$ cat src/rtl/rx_vref_cal.sv
// rx_vref_cal: sweeps the rxdata RDAC code, finds the longest passing window and centres vref_sel.
// Optional abort input is enabled by defining RX_VREF_CAL_ABORT_EN.

`ifndef RDAC_SEL_BITS
`define RDAC_SEL_BITS 4
`endif
`ifndef SERDES_STAGES
`define SERDES_STAGES 2
`endif

module rx_vref_cal #(
    parameter int SEL_BITS       = `RDAC_SEL_BITS,
    parameter int DATA_W         = 2 ** `SERDES_STAGES,
    parameter int SETTLE_CYCLES  = 16,
    parameter int WORDS_PER_CODE = 64,
    parameter int ERR_THRESH     = 0
) (
    input  logic                clk,
    input  logic                rstb,
    input  logic                start,
`ifdef RX_VREF_CAL_ABORT_EN
    input  logic                abort,
`endif
    input  logic [DATA_W-1:0]   exp_word,
    input  logic [DATA_W-1:0]   dout,
    output logic [SEL_BITS-1:0] vref_sel,
    output logic                busy,
    output logic                done,
    output logic                fail,
    output logic [SEL_BITS-1:0] window_lo,
    output logic [SEL_BITS-1:0] window_hi
);

    localparam int LEN_W   = SEL_BITS + 1;
    localparam int CNT_MAX = (SETTLE_CYCLES > WORDS_PER_CODE) ?
                             SETTLE_CYCLES : WORDS_PER_CODE;
    localparam int CNT_W   = $clog2(CNT_MAX + 1);
    localparam int ERR_W   = $clog2(ERR_THRESH + 2);

    localparam logic [SEL_BITS-1:0] CODE_LAST = '1;
    localparam logic [SEL_BITS-1:0] CODE_MID  = {1'b1, {(SEL_BITS-1){1'b0}}};
    localparam logic [CNT_W-1:0]    SET_LAST  = CNT_W'(SETTLE_CYCLES - 1);
    localparam logic [CNT_W-1:0]    MEAS_LAST = CNT_W'(WORDS_PER_CODE - 1);
    localparam logic [ERR_W-1:0]    ERR_OK    = ERR_W'(ERR_THRESH);
    localparam logic [ERR_W-1:0]    ERR_SAT   = ERR_W'(ERR_THRESH + 1);

    typedef enum logic [2:0] {
        S_IDLE,
        S_SETTLE,
        S_MEASURE,
        S_EVAL,
        S_FINISH
    } state_e;

    state_e              state_q;
    logic [SEL_BITS-1:0] code_q;
    logic [SEL_BITS-1:0] restore_q;
    logic [CNT_W-1:0]    cnt_q;
    logic [ERR_W-1:0]    err_q;
    logic [SEL_BITS-1:0] cur_start_q;
    logic [LEN_W-1:0]    cur_len_q;
    logic [SEL_BITS-1:0] best_start_q;
    logic [LEN_W-1:0]    best_len_q;
    logic [SEL_BITS-1:0] vref_q;
    logic                busy_q;
    logic                done_q;
    logic                fail_q;
    logic [SEL_BITS-1:0] lo_q;
    logic [SEL_BITS-1:0] hi_q;

    logic                mismatch;
    logic                pass;
    logic                closing;
    logic                take;
    logic [LEN_W-1:0]    ev_len_d;
    logic [SEL_BITS-1:0] ev_start_d;
    logic [SEL_BITS-1:0] fin_mid;
    logic [SEL_BITS-1:0] fin_hi;

    // Run bookkeeping for the code being evaluated; a run also closes at the last code.
    always_comb begin
        mismatch   = (dout != exp_word);
        pass       = (err_q <= ERR_OK);
        ev_len_d   = pass ? (cur_len_q + LEN_W'(1)) : cur_len_q;
        ev_start_d = (pass && (cur_len_q == '0)) ? code_q : cur_start_q;
        closing    = !pass || (code_q == CODE_LAST);
        take       = closing && (ev_len_d > best_len_q);
        fin_mid    = best_start_q + SEL_BITS'((best_len_q - LEN_W'(1)) >> 1);
        fin_hi     = best_start_q + SEL_BITS'(best_len_q - LEN_W'(1));
    end

    always_ff @(posedge clk or negedge rstb) begin
        if (!rstb) begin
            state_q      <= S_IDLE;
            code_q       <= '0;
            restore_q    <= '0;
            cnt_q        <= '0;
            err_q        <= '0;
            cur_start_q  <= '0;
            cur_len_q    <= '0;
            best_start_q <= '0;
            best_len_q   <= '0;
            vref_q       <= CODE_MID;
            busy_q       <= 1'b0;
            done_q       <= 1'b0;
            fail_q       <= 1'b0;
            lo_q         <= '0;
            hi_q         <= '0;
        end else begin
`ifdef RX_VREF_CAL_ABORT_EN
            if (abort && (state_q != S_IDLE)) begin
                state_q <= S_IDLE;
                vref_q  <= restore_q;
                busy_q  <= 1'b0;
                fail_q  <= 1'b1;
                done_q  <= 1'b1;
                lo_q    <= '0;
                hi_q    <= '0;
            end else begin
`endif
            unique case (state_q)
                S_IDLE: begin
                    if (start) begin
                        restore_q    <= vref_q;
                        done_q       <= 1'b0;
                        fail_q       <= 1'b0;
                        code_q       <= '0;
                        vref_q       <= '0;
                        cnt_q        <= '0;
                        err_q        <= '0;
                        cur_start_q  <= '0;
                        cur_len_q    <= '0;
                        best_start_q <= '0;
                        best_len_q   <= '0;
                        busy_q       <= 1'b1;
                        state_q      <= S_SETTLE;
                    end
                end
                S_SETTLE: begin
                    if (cnt_q == SET_LAST) begin
                        cnt_q   <= '0;
                        state_q <= S_MEASURE;
                    end else begin
                        cnt_q <= cnt_q + CNT_W'(1);
                    end
                end
                S_MEASURE: begin
                    if (mismatch && (err_q != ERR_SAT)) begin
                        err_q <= err_q + ERR_W'(1);
                    end
                    if (cnt_q == MEAS_LAST) begin
                        cnt_q   <= '0;
                        state_q <= S_EVAL;
                    end else begin
                        cnt_q <= cnt_q + CNT_W'(1);
                    end
                end
                S_EVAL: begin
                    cur_start_q <= ev_start_d;
                    cur_len_q   <= closing ? '0 : ev_len_d;
                    // Strictly longer only, so the earliest window keeps a tie.
                    if (take) begin
                        best_start_q <= ev_start_d;
                        best_len_q   <= ev_len_d;
                    end
                    if (code_q == CODE_LAST) begin
                        state_q <= S_FINISH;
                    end else begin
                        code_q  <= code_q + SEL_BITS'(1);
                        vref_q  <= code_q + SEL_BITS'(1);
                        err_q   <= '0;
                        state_q <= S_SETTLE;
                    end
                end
                S_FINISH: begin
                    if (best_len_q == '0) begin
                        vref_q <= restore_q;
                        fail_q <= 1'b1;
                        lo_q   <= '0;
                        hi_q   <= '0;
                    end else begin
                        vref_q <= fin_mid;
                        lo_q   <= best_start_q;
                        hi_q   <= fin_hi;
                    end
                    busy_q  <= 1'b0;
                    done_q  <= 1'b1;
                    state_q <= S_IDLE;
                end
                default: begin
                    state_q <= S_IDLE;
                end
            endcase
`ifdef RX_VREF_CAL_ABORT_EN
            end
`endif
        end
    end

    assign vref_sel  = vref_q;
    assign busy      = busy_q;
    assign done      = done_q;
    assign fail      = fail_q;
    assign window_lo = lo_q;
    assign window_hi = hi_q;

endmodule

$ cat config.mk
export PLATFORM = sky130hd
export DESIGN_NAME = rx_vref_cal
export DESIGN_NICKNAME = d
export VERILOG_FILES = /design/src/rtl/rx_vref_cal.sv
export SDC_FILE = /design/constraint.sdc
export NUM_CORES = 1
export LEC_CHECK = 0
export CAP_MARGIN = 0
export CORE_ASPECT_RATIO = 1.5
export CORE_MARGIN = 1
export CORE_UTILIZATION = 30
export CTS_CLUSTER_SIZE = 16
export DETAILED_ROUTE_END_ITERATION = 12
export SLEW_MARGIN = 40
export SYNTH_ARGS = -nofsm -noshare
export SYNTH_HDL_FRONTEND = slang
export SYNTH_SLANG_ARGS = --single-unit
$ cat constraint.sdc
create_clock -name clk -period 7.4 [get_ports clk]
set_input_delay 2.22 -clock clk [delete_from_list [all_inputs] [get_ports clk]]
set_output_delay 2.22 -clock clk [all_outputs]
set_load 0.03 [all_outputs]
Yosys cells after proc, flatten, opt, wreduce, memory -nomap -nowiden:

Cells that the tools add are included.

* add/subtract/negate cells: 7
* $lt $le $gt $ge: 2
* equality and inequality tests: 15
* multiplexer cells: 35
* bitwise logic cells: 1
* reduce and logical (&&, ||, !) cells: 23

Operator list (count)
* $mux 4: 7
* $pmux 4 s2: 3
* $mux 7: 3
* $pmux 7 s3: 1
* $mux 5: 4
* $pmux 5 s2: 2
* $reduce_and 3->1: 5
* $ne 2x2->1 const B: 7
* $mux 3: 4
* $pmux 3 s4: 1
* $pmux 4 s3: 1
* $logic_not 5->1: 2
* $reduce_bool 3->1: 3
* $add 4x4->4: 2
* $reduce_and 2->1: 4
* $add 7x1->7 const B: 1
* $eq 7x4->1 const B: 1
* $eq 7x6->1 const B: 1
* $eq 3x2->1 const B: 2
* $pmux 1 s2: 3
* $add 5x1->5 const B: 1
* $gt 5x5->1: 1
* $mux 1: 5
* $sub 5x1->5 const B: 1
* other kinds (15): 18

* bits in registers: 52
* output and inout port bits: 15
* word-level logic and storage cells: 98

Depth between registers and ports, before layout:

Gate-level depths: netlist of the first run.

* depth in word-level cells: 6
* depth in mapped cells: 12
* mapped depth without buffers: 10

Worst setup path before layout of the first run:

OpenSTA, ideal clock, no wires.

* path kind: in2reg
* start point: input start
* end point: register cnt_q[6]
* library setup time: 127 ps
* arrival: 3131 ps
* path slack: 4143 ps
* stages on the path: 4
* buffers on the path: 0
* cells stage by stage: or2_2 -> o21ai_0 -> or2_2 -> o21ai_0

* cells in the longest elaborated chain, start to end: 2

RTL lines
* from (decl): RTL line 20 `input logic start,`
* $ne 2x2->1 (no line)
* $reduce_and 2->1 (no line)
* to (signal assigned): RTL line 144 `cnt_q <= cnt_q + CNT_W'(1);`
* to (signal assigned): RTL line 155 `cnt_q <= cnt_q + CNT_W'(1);`
* to (decl): RTL line 58 `logic [CNT_W-1:0] cnt_q;`

Every way passes these cells.
A chain may end at the register's enable or synchronous reset.

Worst setup path in the final report of the first run:

* start point: input start
* end point: register vref_q[3] (netlist: vref_sel[3])

* cells in the longest elaborated chain, start to end: 2

RTL lines
* $ne 2x2->1 (no line)
* $reduce_and 3->1 (no line)
* to (signal assigned): RTL line 170 `vref_q <= code_q + SEL_BITS'(1);`
* to (signal assigned): RTL line 177 `vref_q <= restore_q;`
* to (signal assigned): RTL line 182 `vref_q <= fin_mid;`
* to (decl): RTL line 64 `logic [SEL_BITS-1:0] vref_q;`

Every way passes these cells.

==> results of run 1 <==
power breakdown:
| group | switching (mW) | internal [mW] | total (mW) |
|---|---|---|---|
| clock network | 0.0944 | 0.123 | 0.217 |
| logic | 0.00726 | 0.00587 | 0.0131 |
| registers | 0 | 0.284 | 0.284 |
| total | 0.102 | 0.413 | 0.515 |
worst max-delay path by stage:
| stage | from | endpoint | slack (ps) | cells after the start |
|---|---|---|---|---|
| detailed placement | start | vref_sel[3] | 3160 | 6 |
| floorplan | start | cnt_q[6] | 4140 | 4 |
| CTS | start | vref_sel[3] | 3440 | 6 |
| finish | start | vref_sel[3] | 3440 | 6 |
| global route | start | vref_sel[3] | 3200 | 6 |
| global placement | start | vref_sel[3] | 3280 | 6 |
worst reg2reg max path, delay by kind of cell, from the launching register on:
family / cells / cell delay [ps]
flops: 1 / 440
xor+xnor: 1 / 260
simple gates: 4 / 540
compound gates: 2 / 730
fa+ha+maj: 2 / 560
buf+inv: 1 / 70
layout make-up:
cell class	instances	share of cell area
Multi-Input combinational cell	223	0.447
Clock inverter	1	0.00146
Timing Repair Buffer	26	0.0740
Clock buffer	6	0.0377
Sequential cell	52	0.381
Tap cell	115	0.0421
Inverter	15	0.0165
cell usage after synthesis, types with 3 or more instances:
master                     count
sky130_fd_sc_hd__mux2_2       10
sky130_fd_sc_hd__mux2i_1       3
sky130_fd_sc_hd__nor3_1        3
sky130_fd_sc_hd__nand2_1      42
sky130_fd_sc_hd__and2_1        3
sky130_fd_sc_hd__xor2_1       10
sky130_fd_sc_hd__nor2b_1       7
sky130_fd_sc_hd__a21o_1        4
sky130_fd_sc_hd__dfrtp_1      51
sky130_fd_sc_hd__o21ai_0      28
sky130_fd_sc_hd__inv_1        15
sky130_fd_sc_hd__nor2_1       13
sky130_fd_sc_hd__o21a_1        4
sky130_fd_sc_hd__and3_1        5
sky130_fd_sc_hd__a22o_1       12
sky130_fd_sc_hd__nand3_1      10
sky130_fd_sc_hd__o31ai_1       6
sky130_fd_sc_hd__clkbuf_1      5
sky130_fd_sc_hd__ha_1         16
sky130_fd_sc_hd__xnor2_1       9
sky130_fd_sc_hd__a21oi_1      11
sky130_fd_sc_hd__buf_2         3
logic make-up (layout without fill, tap and decap cells):
kind of cell               after synthesis  after routing  synth area share
AOI/OAI and AO/OA                       78             78             0.179
xor gates and xnor gates                19             19            0.0564
adders and majority gates               18             18            0.0814
buffers and inverters                   27             48            0.0411
DFF                                     52             52             0.441
muxes                                   13             13            0.0483
and+or+nand+nor                         95             95             0.152
registers in the layout, summed over array words and instances, names as in the netlist, 3 cells and up:
name          flops
best_start_q      4
cnt_q             7
window_hi         4
state_q           3
cur_len_q         5
window_lo         4
restore_q         4
code_q            4
vref_sel          4
cur_start_q       4
best_len_q        5
metal layers:
layer  vias up  GRT usage  share of wire
met5         -          0              0
met4         0     0.0647          0.029
met3        15     0.0254          0.030
met2        52      0.255           0.53
met1      1100      0.148           0.41
li1       1101          -              -
metrics by stage:
step                hold slack [ps]  cell area, sq um   util
finish                          480              3420  0.355
global route                    517              3420  0.355
CTS                             484              3420  0.355
detailed placement              472              3280  0.341
global placement                468              3280  0.341
floorplan                       457              2950      -
==> run summary, run 1 <==
The number of sinks on the clock net is 52. The cell count after synthesis is a little over 300. The synthesized design spends more area on one cell type than any other, namely sky130_fd_sc_hd__dfrtp_1. The fraction of synthesized cell area taken by the top area cell type is 0.432.

Relative to the synthesized area, the layout overhead comes to 15.8%. Measured in cells, the most critical reg-to-reg path has a length of 10. The number of buffers and inverters on the critical path is 1. Leaving out fill and tap cells, the most frequent cells in the layout are sky130_fd_sc_hd__dfrtp_1, sky130_fd_sc_hd__nand2_1, sky130_fd_sc_hd__o21ai_0. The register-to-register setup slack came out at ~4700 ps. The flow ran to the end, and the final reports show no timing, DRC or antenna violations. The summed negative setup slack over all endpoints is 0 ps.

The count of unique library cells instantiated by Yosys is between 40 and 50. The critical register-to-register path startpoint is cur_len_q[0]. The number of antenna violations at the first check in global routing is 0. The number of clock buffers added by TritonCTS is 5. The post-synthesis instance area is approximately 0.003 sq mm. At the pin with the least slew margin, the transition time is roughly 650 ps. The largest stage delay on the critical path is roughly 590 ps. During synthesis, Yosys emitted a total of 0 warnings. The number of max-capacitance violations reported is 0. The fraction of the cycle the final worst path needs came out at 0.536. The number of instances on the worst hold path is 2. The total setup violations reported at the end of the flow came out at 0.

The final antenna-violating net count came out at 0. The die covers 0.0102 sq mm. In this run the power density over the cells is 151 mW/mm^2.

The signal on the critical path passes through clkdlybuf4s50_1 -> nand3_2 -> nor2b_1 -> nand2_1 -> o211ai_1 -> o21a_1. The final cell count without fillers came out at about 440. Leaving out fill and tap cells, the most frequent cell in the layout is sky130_fd_sc_hd__dfrtp_1. The average via count per standard cell came out at 5.18. The number of global-route vias before repair came out at 2,343. The instance count after placement with tap cells included came out at about 430. Summing all multi-input logic gate instances after layout gives about 0.0015 sq mm.

The min-delay analysis places its worst path in the category reg2reg. Prior to clock tree synthesis, the placed netlist has a worst setup slack of roughly 3200 ps. For the finished layout, the period the worst path requires is between 3000 and 4000 ps. The peak supply drop came out at 0.0922 mV. The number of detailed-routing iterations run before antenna repair is 4. The hold path endpoint is window_hi[1]. The worst setup path is captured at a flip-flop.

The leakage component of the power came out at about 1.5 nW. The required time of the critical path came out at around 7600 ps. The number of antenna diodes in the final layout is 0. The H-tree was split into 2 levels. The vertical die dimension came out at approximately 120 microns. The class of the most critical setup path is in2reg.

Setup repair after global routing left no endpoint under its margin. The total of buffers placed on input and output ports is 25. The portion of the post-synthesis area used by sequential elements came out at 0.441. The first-pass GRT wire length is 11,100 microns.

The family of cells with the greatest summed delay on the critical path is simple AND/OR/NAND/NOR gates. The number of ports placed on the die boundary is 26. Buffers added to address setup during post-CTS repair amount to 0. After synthesis the netlist holds a flip-flop and latch count of 52.

The max-slew violation count came out at 0. The number of failing hold endpoints at the final stage is 0. The average cell area after synthesis is a little under 10 sq um. In the post-synthesis netlist, the biggest area contributors are sky130_fd_sc_hd__dfrtp_1, sky130_fd_sc_hd__ha_1, sky130_fd_sc_hd__nand2_1, sky130_fd_sc_hd__o21ai_0, sky130_fd_sc_hd__mux2_2.

The fraction of final layout cells sized beyond drive strength 1 is 0.0743. The slowest stage of the critical path belongs to the cell sky130_fd_sc_hd__nor2b_1. The total area inside the core boundary comes to 0.00963 sq mm.

The initial cell density of the core came out at 0.306. The buffer cell driving the clock tree root is sky130_fd_sc_hd__clkbuf_16. The all-layer global routing usage is 0.136. Headroom to the max-slew limit came out at 0.564. The final net count is approximately 350.

The dominant synthesized flop cell is sky130_fd_sc_hd__dfrtp_1. The worst clock skew is approximately 5.1 ps. The routed design has slightly above 6000 microns of wire. The clock latency reported for the late side of the worst-skew pair is 280 ps. Global routing finished with a remaining overflow of 0. The post-synthesis async set-or-reset flop share is 1.00. The placer's final routability congestion estimate came out at about 0.77. The die boundary width is slightly above 80 microns. After the first detailed-routing iteration, the DRC count stood at slightly below 100. The power consumption is roughly 0.51 mW. The number of nets handed over by synthesis was approximately 330. Along the worst path, the maximum fanout reaches 18. The end of the worst register-to-register path is best_len_q[2]. The final critical-path setup slack came out at approximately 3400 ps. After detailed routing, the number of remaining DRC violations is 0.

The count of fill cells added during filler insertion came out at 974. The floorplan has 44 rows. TritonCTS built the clock tree. The number of enable flip-flop cells after synthesis is 0.

The HPWL after detailed placement is about 4700 microns. The detailed-route via count is around 2,300. The pin count of the biggest net entering global routing came out at 53. Counting along the longest clock path gives a buffer depth of 2. The sequential cells in the finished layout cover a total of 0.00130 sq mm. Derived from the worst setup path, the maximum achievable clock frequency is roughly 0.25 GHz.

The source of the worst hold timing path is window_hi[1]. The worst setup path is launched from a primary input. The register clock-pin slew on the reported worst setup and hold paths came out at 60 ps. The wire length per cell after detailed routing came out at 14.2 microns. Hold repair after CTS inserted 0 buffers. The arrival time at the worst endpoint came out at 4190 ps. The count of cells resized by post-cts repair is 0.
Power figures use the tool's default switching activity.
==> inputs of run 2 (changes only) <==
- clock period: 7.4 -> 3.5 ns (I/O delays scaled with it)
==> run 2 against run 1 <==
Via count is 2.4% lower. Non-clock buffer count rose by 2. Sequential share of layout area is 0.17 points lower. Clock-buffer cell count unchanged. Worst setup slack lost 2600 ps. Core utilization grew 0.16 points. Sequential power is 110% higher. Final cell count rose by 0.46%. Die area stayed put. Highest routed layer unchanged. Power increased by 110%. First-iteration DRC count grew 29%. Final area grew 0.44%.
==> run summary, run 2 (synthesis results as in run 1) <==
The run finished with clean final reports. The register share of total power is 0.544. The largest registers in the layout are cnt_q (7), best_len_q (5), cur_len_q (5). The overflow left after global routing came out at 0. The share of power burned in combinational logic is 0.025.

The summed negative setup slack over all endpoints came out at 0 ps. The largest buffer count on any clock path is 2. The HPWL after detailed placement is roughly 4700 microns. After detailed routing, the average wire length per cell comes to between 10 and 15 microns. The number of DRC violations after detailed routing is 0. The final critical-path setup slack came out at between 800 and 900 ps. The design draws roughly 1.1 mW. The die boundary width is approximately 83 microns. STA classifies the critical path endpoint as a flip-flop. Leaving out fill and tap cells, the most frequent cells in the layout are sky130_fd_sc_hd__dfrtp_1, sky130_fd_sc_hd__nand2_1, sky130_fd_sc_hd__o21ai_0. Of the available clock period, the critical path in the final layout requires 0.767. The number of diodes came out at 0. The area used by multi-input combinational logic is roughly 0.0015 sq mm. The area growth from synthesis to final layout came out at 16.3%.

The peak supply drop came out at approximately 0.2 mV. The initial cell density of the core is 0.306. The first global-routing pass estimated 11,000 microns of wire. The final non-filler cell area came out at 0.00343 sq mm. Setup violations remaining at the end of the flow were counted as 0. The final net count came out at approximately 350. In this run the register-to-register setup slack is between 800 and 900 ps.

The die covers approximately 0.010 sq mm. The leakage component of the power came out at roughly 1.5 nW. The headroom to the max-slew limit is 0.547.

The startpoint identified for the worst register-to-register timing path is cur_len_q[0]. The pin count of the biggest net entering global routing came out at 53. The final cell count without fillers came out at 440.

The share of total power dissipated in the clock network is 0.431. After clock tree synthesis, the flow added hold-fix buffers numbering 0. The areal power density over the cells is around 320 mW/mm^2. The buffer cell driving the clock tree root is sky130_fd_sc_hd__clkbuf_16.

The row count came out at 44. The area of all sequential standard cells came out at roughly 0.0013 sq mm. The number of ports placed on the die boundary came out at 26.

The detailed-route via count is 2,213. Setup repair after global routing left no endpoint under its margin. The critical path ends at best_len_q[2]. The all-layer global routing usage is 0.135. The fraction of final layout cells sized beyond drive strength 1 came out at 0.0800.

The average via count per standard cell is about 5. The max-slew violation count came out at 0. In this run the standard cell core region covers ~0.0096 sq mm.

Once the clock tree was built, the resizer swapped 0 gates to a different size. Before CTS, the worst setup slack after placement is approximately 630 ps. The largest driver fanout on the critical path came out at 15. The critical path is of the reg2reg type. The number of failing hold endpoints at the final stage came out at 0. The number of antenna violations at the first check in global routing is 0. The number of cells traversed by the worst register-to-register path is 10. The switching share of power is 0.209. The total net switching power is around 0.23 mW. For the worst-skew pair, the clock arrives at the later sink with an insertion delay of a little under 300 ps. The vertical die dimension is roughly 120 microns. The first detailed-routing pass took 4 iterations. In this run the critical register-to-register path is captured at best_len_q[2]. The worst setup path is launched from a flip-flop. The flip-flop count of the largest register, all copies and words added is 7. The arrival time at the worst endpoint came out at around 2900 ps. The post-placement cell area is about 0.0033 sq mm. The classification of the worst-slack hold path is reg2reg. The total CTS buffers came out at 5. The number of H-tree levels came out at 2. The number of design-rule violations left by the first detailed-router iteration came out at approximately 130. The register clock-pin slew on the reported worst setup and hold paths came out at 70 ps. The timing-limited maximum frequency is roughly 0.37 GHz. After detailed placement, the design holds a cell count of 433. The worst clock skew is around 8.5 ps. Routability-driven placement finished with a final weighted congestion of around 0.74. The most frequent standard cell in the layout excluding fill and tap cells is sky130_fd_sc_hd__dfrtp_1. The transition time of the tightest slew-check pin came out at roughly 680 ps. The internal power component is a little under 0.9 mW. The layout has 971 filler cells. The TritonCTS clock tree is built. Max-cap violations in this run came to 0. cnt_q holds more flip-flops than any other register. The required time of the critical path is 3680 ps. The worst hold path begins at window_hi[1].

The worst hold-check slack came out at between 400 and 500 ps. The routed wire length is ~6300 microns. The number of sinks on the clock net is 52. The final critical path time including I/O delays and setup is approximately 2700 ps.

The number of global-route vias before repair is 2,225. The most critical setup path has its startpoint at cur_len_q[0]. The total of buffers placed on input and output ports came out at 25. The detail route stage leaves a number of antenna-violating nets equal to 0.

The post-CTS repair timing setup buffer count is 0. The end-of-flow core utilization is 0.356.
==> run 2: cell types whose count changed in the layout (fill, tap and decap cells not counted) <==
cell / before / now
sky130_fd_sc_hd__buf_4: 1 / 3
==> run 2: cell type report <==
cell class	count	share of cell area
inverters	15	0.0164
repair buffers	28	0.0780
well taps	115	0.0419
multi-input cells	223	0.445
clock buffers	6	0.0376
flip-flops and latches	52	0.380
clock inverters	1	0.00146
==> run 2: power groups by stage <==
stage                     logic, mW  clock network (mW)  registers (mW)
final                        0.0279               0.476           0.601
after global routing         0.0321               0.510           0.600
after CTS                    0.0295               0.487           0.601
after detailed placement     0.0295                   0           0.612
after global placement       0.0291                   0           0.612
after floorplan             0.00388                   0           0.612
==> run 2: critical path, stage by stage (launching register included) <==
cell,delay (ps)
sky130_fd_sc_hd__dfrtp_1,440
sky130_fd_sc_hd__ha_1,270
sky130_fd_sc_hd__nand3_1,110
sky130_fd_sc_hd__xor2_1,250
sky130_fd_sc_hd__inv_1,80
sky130_fd_sc_hd__ha_1,280
sky130_fd_sc_hd__and3_1,200
sky130_fd_sc_hd__a311o_1,390
sky130_fd_sc_hd__a21oi_4,350
sky130_fd_sc_hd__nand3b_1,160
sky130_fd_sc_hd__nand2_1,60
==> run 2: how the worst min path moves through the flow <==
stage / endpoint / slack, ps / cells after the start
4_1_cts: window_hi[1] / 490 / 2
3_5_place_dp: window_hi[1] / 480 / 2
5_1_grt: window_hi[1] / 520 / 2
2_1_floorplan: state_q[1] / 460 / 1
3_3_place_gp: window_hi[1] / 470 / 2
6_report: window_hi[1] / 480 / 2
==> run 2: routing by layer <==
metal	share of wire	global-route usage	up-vias
met5	0	0	-
met4	0.011	0.0420	0
met3	0.021	0.0200	5
met2	0.54	0.258	34
met1	0.42	0.154	1073
li1	-	-	1101
==> inputs of run 3 (changes only) <==
- clock period: 3.5 -> 2.7 ns (I/O delays scaled with it)
==> run 3 against run 2 <==
Largest power group unchanged. Clock power grew 50%. Register-to-register slack worse by 670 ps. Combinational power rose by 29%. Clock-buffer cell count stayed put. Global-route usage about the same. Die area stayed put.
==> run summary, run 3 (synthesis results as in run 1) <==
The largest buffer count on any clock path came out at 2. The number of failing hold endpoints at the final stage is 0. The number of cells traversed by the worst register-to-register path is 10. The transition time of the tightest slew-check pin came out at about 660 ps. The flip-flop count of the largest register, all copies and words added is 7. The clock latency reported for the late side of the worst-skew pair came out at roughly 290 ps.

The worst setup path is captured at a flip-flop. The first detailed-routing pass took 4 iterations. VDD sags by at most 0.216 mV. The clock arrives with about 5.8 ps of skew.

The post-placement cell area is ~0.0033 sq mm. At the worst endpoint, the arrival time is about 2800 ps. The vertical die dimension is about 120 microns. The die covers slightly above 0.01 sq mm. The number of antenna violations at the first check in global routing is 0.

The count of nets left with antenna violations once routing finished came out at 0. The largest individual stage delay along the critical path comes from the cell sky130_fd_sc_hd__dfrtp_1. TritonCTS built the clock tree. The final critical path time including I/O delays and setup is 2550 ps. Summed over all nets, the half-perimeter wirelength after detailed placement is 4940 microns.

Buffers inserted during clock tree synthesis total 5. The total of buffers placed on input and output ports came out at 25. Before CTS, the worst setup slack after placement is 106 ps.

The headroom to the max-slew limit came out at 0.559. The largest driver fanout on the critical path is 15. The top cell types in the final layout, fill and taps aside, are sky130_fd_sc_hd__dfrtp_1, sky130_fd_sc_hd__nand2_1, sky130_fd_sc_hd__o21ai_0. Based on the critical path, the design can be clocked at up to a little under 0.4 GHz. Dividing the detail-routed via count by the number of cells gives between 5 and 6. Of the available clock period, the critical path in the final layout requires 0.944. The summed negative setup slack over all endpoints came out at 0 ps. Counting every sink on the clock net gives 52.

The most frequent standard cell in the layout excluding fill and tap cells is sky130_fd_sc_hd__dfrtp_1. The initial utilization of the core area, before any placement, comes to 0.306. The register clock-pin slew on the reported worst setup and hold paths came out at approximately 70 ps. The max-slew violation count is 0. The register-to-register setup slack is 150 ps. The buffer cell driving the clock tree root is sky130_fd_sc_hd__clkbuf_16.

Setup repair after global routing left no endpoint under its margin. The final net count came out at 360. By startpoint and endpoint, the worst setup path is classified as reg2reg. After detailed routing, the total wire length is between 6000 and 7000 microns.

The number of diodes is 0. The number of instances on the worst hold path is 2. The first global-routing pass estimated ~11,000 microns of wire. The path class of the tightest hold or removal check is reg2reg. For this design the static power due to leakage is 1.52 nW.

The critical path goes through ha_1 -> nand3_1 -> xor2_1 -> inv_1 -> ha_1 -> and3_1 -> a311o_1 -> a21oi_4 -> buf_12 -> mux2i_1. The overflow left after global routing is 0. For the worst setup path, the data required time is 2920 ps. After detailed routing, the average wire length per cell comes to approximately 14 microns. In the final layout, the registers with the most flip-flops are cnt_q (7), best_len_q (5), cur_len_q (5). STA classifies the critical path startpoint as a flip-flop. The clock tree synthesis step divided the H-tree into 2 levels. In this run the critical register-to-register path is captured at best_len_q[0]. The areal power density over the cells came out at 435 mW/mm^2. The final non-filler cell area came out at ~0.0035 sq mm. The detailed router placed around 2,300 vias in this run. The number of global-route vias before repair came to approximately 2,300. On the worst path, the slowest cell contributes a delay of 440 ps. The all-layer global routing usage came out at 0.135. Counting stages on the worst path, the most repeated cell is sky130_fd_sc_hd__ha_1.

The run finished with clean final reports. In this run the critical register-to-register path is launched from cur_len_q[0]. Relative to the synthesized area, the layout overhead comes to 19.2%. The number of ports placed on the die boundary is 26. The floorplan step defined a core boundary enclosing approximately 0.0096 sq mm. Counting flops per register, the top entry is cnt_q. In this run the most critical hold path is launched from done. The count of cells resized by post-cts repair is 0. For this run, design rule violations remaining after detail routing come to 0. The pin count of the biggest net entering global routing came out at between 50 and 60. The floorplan step set the die width to 83.0 microns.

The row count is 44. The fraction of final layout cells sized beyond drive strength 1 is 0.0994. The final critical-path setup slack is around 150 ps. The placer's final routability congestion estimate came out at roughly 0.86.

The number of design-rule violations left by the first detailed-router iteration came out at 59. Setup violations remaining at the end of the flow were counted as 0. The hold path endpoint is done.

The number of max-capacitance violations reported came out at 0.
## run 3: power breakdown
group	internal, mW	total, mW	switching [mW]
Clock	0.436	0.716	0.280
Sequential	0.779	0.779	0
Combinational	0.0161	0.0360	0.0199
## run 3: critical path: cells and delay by family (launching register included)
kind | cells | cell delay (ps)
xor gates and xnor gates | 1 | 230
and+or+nand+nor | 2 | 300
DFF | 1 | 440
adders and majority gates | 2 | 550
buffers and inverters | 2 | 220
AOI/OAI and AO/OA | 2 | 540
muxes | 1 | 190
## run 3: repair_timing
item,in CTS,in global routing
endpoints found under the setup margin,0,9
buffers inserted,0,1
hold buffers,0,0
## run 3: how the worst max path moves through the flow
stage	start	to	slack, ps
after floorplan	cur_len_q[0]	best_len_q[1]	300
after global placement	cur_len_q[0]	best_len_q[2]	210
after detailed placement	cur_len_q[0]	best_len_q[0]	110
after CTS	cur_len_q[0]	best_len_q[0]	90
after global routing	cur_len_q[0]	best_len_q[3]	10
final	cur_len_q[0]	best_len_q[0]	150
## run 3: stage by stage
step           hold WS, ps  cells  utilization  power [mW]
3_5_place_dp           473    438        0.346       0.831
2_1_floorplan          457    302            -       0.799
3_3_place_gp           467    438        0.346       0.831
6_report               480    447        0.365        1.53
5_1_grt                525    447        0.365        1.58
4_1_cts                489    446        0.363        1.55
## run 3: cell type report
class,count,area (sq um)
clock buffers,6,129
repair buffers,34,325
multi-input cells,223,1530
flip-flops and latches,52,1300
inverters,15,56.3
clock inverters,2,35.0
well taps,115,144
fillers,974,6110
## run 3: layer usage
metal	global-route usage	routed length, microns
met1	0.140	2600
met2	0.266	3620
met3	0.0200	124
met4	0.0582	119
met5	0	0
